`src/rtl/bbus_src_reg.sv`:
```
// Registered B-bus source selector with valid/ready output stage, sticky select error and
// transfer counter. Define BBUS_ZERO_IDLE_EN to clear B_bus on idle/out-of-range selects.
module bbus_src_reg #(
  parameter int unsigned WIDTH = 16,
  parameter int unsigned SEL_W = 3,
  parameter int unsigned NSRC  = 8,
  parameter int unsigned CNT_W = 16
) (
  input  logic                  clk,
  input  logic                  rst,
  input  logic [SEL_W-1:0]      b_flag,
  input  logic                  b_valid,
  output logic                  b_ready,
  input  logic [NSRC*WIDTH-1:0] src_bus,
  output logic [WIDTH-1:0]      B_bus,
  output logic                  B_valid,
  input  logic                  B_ready,
  output logic                  sel_err,
  output logic [CNT_W-1:0]      xfer_cnt
);

  localparam logic [SEL_W:0] NSRC_EXT = (SEL_W + 1)'(NSRC);

  logic             accept;
  logic             code_oor;
  logic             code_src;
  logic [WIDTH-1:0] sel_word;
  logic             unused_slice0;

  // Slice 0 belongs to the idle code and never reaches the bus.
  assign unused_slice0 = ^src_bus[WIDTH-1:0];

  // Free slot or slot being drained this cycle: no bubble under continuous flow.
  assign b_ready  = ~B_valid | B_ready;
  assign accept   = b_valid & b_ready;
  assign code_oor = {1'b0, b_flag} >= NSRC_EXT;
  assign code_src = (b_flag != '0) & ~code_oor;

  always_comb begin
    sel_word = '0;
    for (int unsigned k = 1; k < NSRC; k++) begin
      if (b_flag == SEL_W'(k)) begin
        sel_word = src_bus[k*WIDTH +: WIDTH];
      end
    end
  end

  always_ff @(posedge clk) begin
    if (rst) begin
      B_bus    <= '0;
      B_valid  <= 1'b0;
      sel_err  <= 1'b0;
      xfer_cnt <= '0;
    end else begin
      if (B_valid && B_ready) begin
        xfer_cnt <= xfer_cnt + CNT_W'(1);
      end
      if (accept) begin
        if (code_src) begin
          B_bus   <= sel_word;
          B_valid <= 1'b1;
        end else begin
          B_valid <= 1'b0;
          if (code_oor) begin
            sel_err <= 1'b1;
          end
`ifdef BBUS_ZERO_IDLE_EN
          B_bus <= '0;
`endif
        end
      end else if (B_ready) begin
        B_valid <= 1'b0;
      end
    end
  end

endmodule

```
`config.mk`:
```
export PLATFORM = sky130hd
export DESIGN_NAME = bbus_src_reg
export DESIGN_NICKNAME = d
export VERILOG_FILES = /design/src/rtl/bbus_src_reg.sv
export SDC_FILE = /design/constraint.sdc
export NUM_CORES = 1
export LEC_CHECK = 0
export ABC_AREA = 1
export CORE_MARGIN = 5
export CORE_UTILIZATION = 44
export CTS_BUF_LIST = sky130_fd_sc_hd__clkbuf_4 sky130_fd_sc_hd__clkbuf_8 sky130_fd_sc_hd__clkbuf_16
export DETAILED_ROUTE_END_ITERATION = 16
export DONT_BUFFER_PORTS = 1
export PLACE_DENSITY = 0.65
export SYNTH_ARGS = -nofsm -noshare
export SYNTH_HDL_FRONTEND = slang
export SYNTH_SLANG_ARGS = --single-unit
export TNS_END_PERCENT = 50
```
`constraint.sdc`:
```
create_clock -name clk -period 1.3 [get_ports clk]
set_input_delay 0.195 -clock clk [delete_from_list [all_inputs] [get_ports clk]]
set_output_delay 0.195 -clock clk [all_outputs]
set_load 0.05 [all_outputs]
```
==> flow_summary.yaml, run 1 <==
synth:
  yosysWarnings: 0
  avgSynthCellArea_um2: 5.90
  ys_seq_area_share_pct: 25.9
  syn-num-nets: 568
  synth_area_um2: 2550
  synthCells: 432
  synth-seq-cells: 33
  yosysUniqueCellTypes: 26
pwr:
  p_per_area_nw_per_um2: 832
  pwr-share-comb_pct: 26.3
  power_leakage_nw: 1.51
  ir_worst_vdd_mv: 0.886
  p_int_mw: 1.75
  clockPowerShare_pct: 31.8
  power.share.sequential_pct: 41.9
  power_mw: 2.60
  p_sw_mw: 0.848
  swShare_pct: 32.6
critical_path:
  critPathTopFamily: "simple AND/OR/NAND/NOR gates"
  timing.rr.end: "xfer_cnt[14]$_SDFFE_PP0P_"
  crit_path_top_delay_cell: "dfxtp_4"
  worstPathRequired_ns: 1.47
  r2r_slack_ns: -0.02
  critical_path.max_stage_delay_ns: 0.37
  critPathMaxFanout: 5
  path_class: "reg -> reg"
  cp_num_buf_inv: 0
  r2r-start: "xfer_cnt[0]$_SDFFE_PP0P_"
  critical_path.startpoint_type: "register"
  endpoint_kind: "register"
  reg2reg_depth: 8
  critPathArrivalTime_ns: 1.50
  crit_path_cell_trace: "ha_4, nand2_4, nor2_4, nand3_2, nor2_4, nand3_2, o21ai_1, nor2_1"
routing:
  drtPass1Iterations: 5
  drt_iter0_markers: 111
  wl_per_cell_um: 14.9
  drc_errors: 0
  ant_nets: 0
  viasPerCell: 5.32
  vias: 2863
  wirelength_um: 7990
timing:
  worst_slack_ns: -0.0227
  grt_setup_unrepaired: "true"
  max_freq_mhz: 756
  setup_violations: 1
  timing.hold.ws_ns: -0.0232
  fin_crit_sh_pct: 102
  clock_skew_ns: 0.00417
  min_period_ns: 1.32
  slew_violations: 0
  hold_viol: 12
global_routing:
  antenna_found_initial: 0
  grt_pass1_vias: 2620
  grt.overflow.total: 0
  grt_max_degree: 36
  grt_usage_pct: 20.7
  grt_pass1_wl_um: 12400
floorplanning:
  io_pins: 170
  dieWidth_um: 86.1
  die-area_um2: 7420
  core_area_um2: 5570
  row_count: 27
  initial_core_util_pct: 45.7
  die_y_um: 86.1
placed_design:
  place_congestion: 0.845
  port_buffers: 0
  place_area_um2: 2950
  dp_hpwl_um: 6170
cells_and_area:
  mostFrequentLayoutCells: "inv_1, nor2_1, nand4_1"
  layout_commonest_cell: "inv_1"
  diodes: 0
  area_delta_synth_final_pct: 22.7
  nets: 601
  drive_gt1_share_pct: 21.0
  fin_area_um2: 3130
cts:
  clkTransAtPathRegs_ns: 0.07
  clockBufferDepth: 2
  numClockSinks: 33
  htreeDepth: 2
  numCtsBuffers: 5
  cts_tree: "done"
  clock_latency_ns: 0.28
  cts_root_buffer: "clkbuf_8"
run:
  cap_violations: 0
worst_hold_path:
  hold_start: "rst"
  min_to: "B_valid$_SDFFE_PP0P_"
  hold_path_class: "in -> reg"
  hold-path-cell-count: 1
outcome:
  violations: "negative hold slack, negative setup slack"
  outcome: "complete, but fails checks"
==> power groups by stage <==
stage	registers (mW)	logic, mW	clock network [mW]
6_report	1.09	0.683	0.828
5_1_grt	1.10	0.750	0.909
4_1_cts	1.09	0.687	0.859
3_5_place_dp	1.11	0.680	0
3_3_place_gp	1.11	0.674	0
2_1_floorplan	1.29	0.366	0
==> worst reg2reg max path: stages, from the launching register on <==
cell and delay (ns):
dfxtp_4 0.37, ha_4 0.15, nand2_4 0.05, nor2_4 0.08
nand3_2 0.09, nor2_4 0.21, nand3_2 0.09, o21ai_1 0.13
nor2_1 0.05
==> layout make-up <==
type	count	area (um^2)
Inverter	84	320
Tap cell	72	90.1
Timing Repair Buffer	52	415
Multi-Input combinational cell	289	1520
Sequential cell	33	684
Clock buffer	8	97.6
Fill cell	554	2450
==> metrics by stage <==
| step | hold slack, ns | util (%) | std cells | setup TNS [ns] | worst slack [ns] |
|---|---|---|---|---|---|
| after global placement | 0.260 | 52.9 | 529 | -0.0685 | -0.0446 |
| final | -0.0232 | 56.1 | 538 | -0.0227 | -0.0227 |
| after CTS | -0.0390 | 55.1 | 538 | -0.0452 | -0.0224 |
| after detailed placement | 0.266 | 52.9 | 529 | -0.155 | -0.0787 |
| after global routing | -0.0421 | 56.1 | 538 | -0.287 | -0.0929 |
| after floorplan | 0.403 | - | 432 | -1.35 | -0.112 |
==> cells by family (layout without fill, tap and decap cells) <==
| family | Yosys count | in the layout | share of synthesized area (%) |
|---|---|---|---|
| AOI/OAI and AO/OA | 29 | 29 | 5.84 |
| buffers and inverters | 110 | 144 | 17.9 |
| and+or+nand+nor | 253 | 253 | 48.0 |
| DFF | 33 | 33 | 25.9 |
| other | 1 | 1 | 0.147 |
| xor gates and xnor gates | 5 | 5 | 1.72 |
| adders and majority gates | 1 | 1 | 0.491 |
==> how the worst max path moves through the flow <==
| stage | from | cells after the start | slack (ns) | to |
|---|---|---|---|---|
| 3_3_place_gp | xfer_cnt[0]$_SDFFE_PP0P_ | 8 | -0.04 | xfer_cnt[14]$_SDFFE_PP0P_ |
| 2_1_floorplan | xfer_cnt[0]$_SDFFE_PP0P_ | 8 | -0.11 | xfer_cnt[14]$_SDFFE_PP0P_ |
| 6_report | xfer_cnt[0]$_SDFFE_PP0P_ | 8 | -0.02 | xfer_cnt[14]$_SDFFE_PP0P_ |
| 4_1_cts | xfer_cnt[1]$_SDFFE_PP0P_ | 8 | -0.02 | xfer_cnt[14]$_SDFFE_PP0P_ |
| 3_5_place_dp | xfer_cnt[0]$_SDFFE_PP0P_ | 8 | -0.08 | xfer_cnt[14]$_SDFFE_PP0P_ |
| 5_1_grt | xfer_cnt[0]$_SDFFE_PP0P_ | 8 | -0.09 | xfer_cnt[14]$_SDFFE_PP0P_ |
==> sequential cells by signal, summed over array words and instances (netlist names) <==
name and cells:
B_valid 1, B_bus 16, xfer_cnt 16
==> synth_stat cells, drive strengths merged <==
| cell | number | share of area, % |
|---|---|---|
| ha | 1 | 0.49 |
| xor2 | 5 | 1.7 |
| clkbuf | 5 | 0.74 |
| nor3b | 4 | 1.6 |
| a31oi | 1 | 0.25 |
| nand4 | 66 | 16 |
| dfxtp | 33 | 26 |
| conb | 1 | 0.15 |
| nor3 | 6 | 2.1 |
| a21oi | 21 | 4.1 |
| o21ai | 6 | 1.2 |
| nand3 | 27 | 5.7 |
| buf | 21 | 4.6 |
| a211oi | 1 | 0.29 |
| nor2 | 85 | 13 |
| inv | 84 | 13 |
| nand2 | 65 | 9.7 |
==> routing by layer <==
layer,part of all wire [%],track usage (%)
met1,41,25.1
met2,49,36.4
met3,8.7,5.38
met5,0,0
met4,1.4,5.18
==> what timing repair did <==
action	4_1_cts	5_1_grt
buffers inserted	1	0
gates cloned	0	0
resized for setup	6	16
pin swaps	6	12
endpoints found under the setup margin	5	9
hold endpoints to repair	12	12
Note: power is estimated with default switching activity, not from simulation.
==> inputs of run 2 (changes only) <==
CTS_CLUSTER_DIAMETER = 120   (was unset)
==> results of run 2 <==
No change in the layout: final DEF, timing and power equal those of run 1.
==> inputs of run 3 (changes only) <==
CTS_CLUSTER_DIAMETER = 100   (was 120)
GPL_ROUTABILITY_DRIVEN = 0   (was unset)
==> results of run 3 <==
No change in the layout: final DEF, timing and power equal those of run 1.
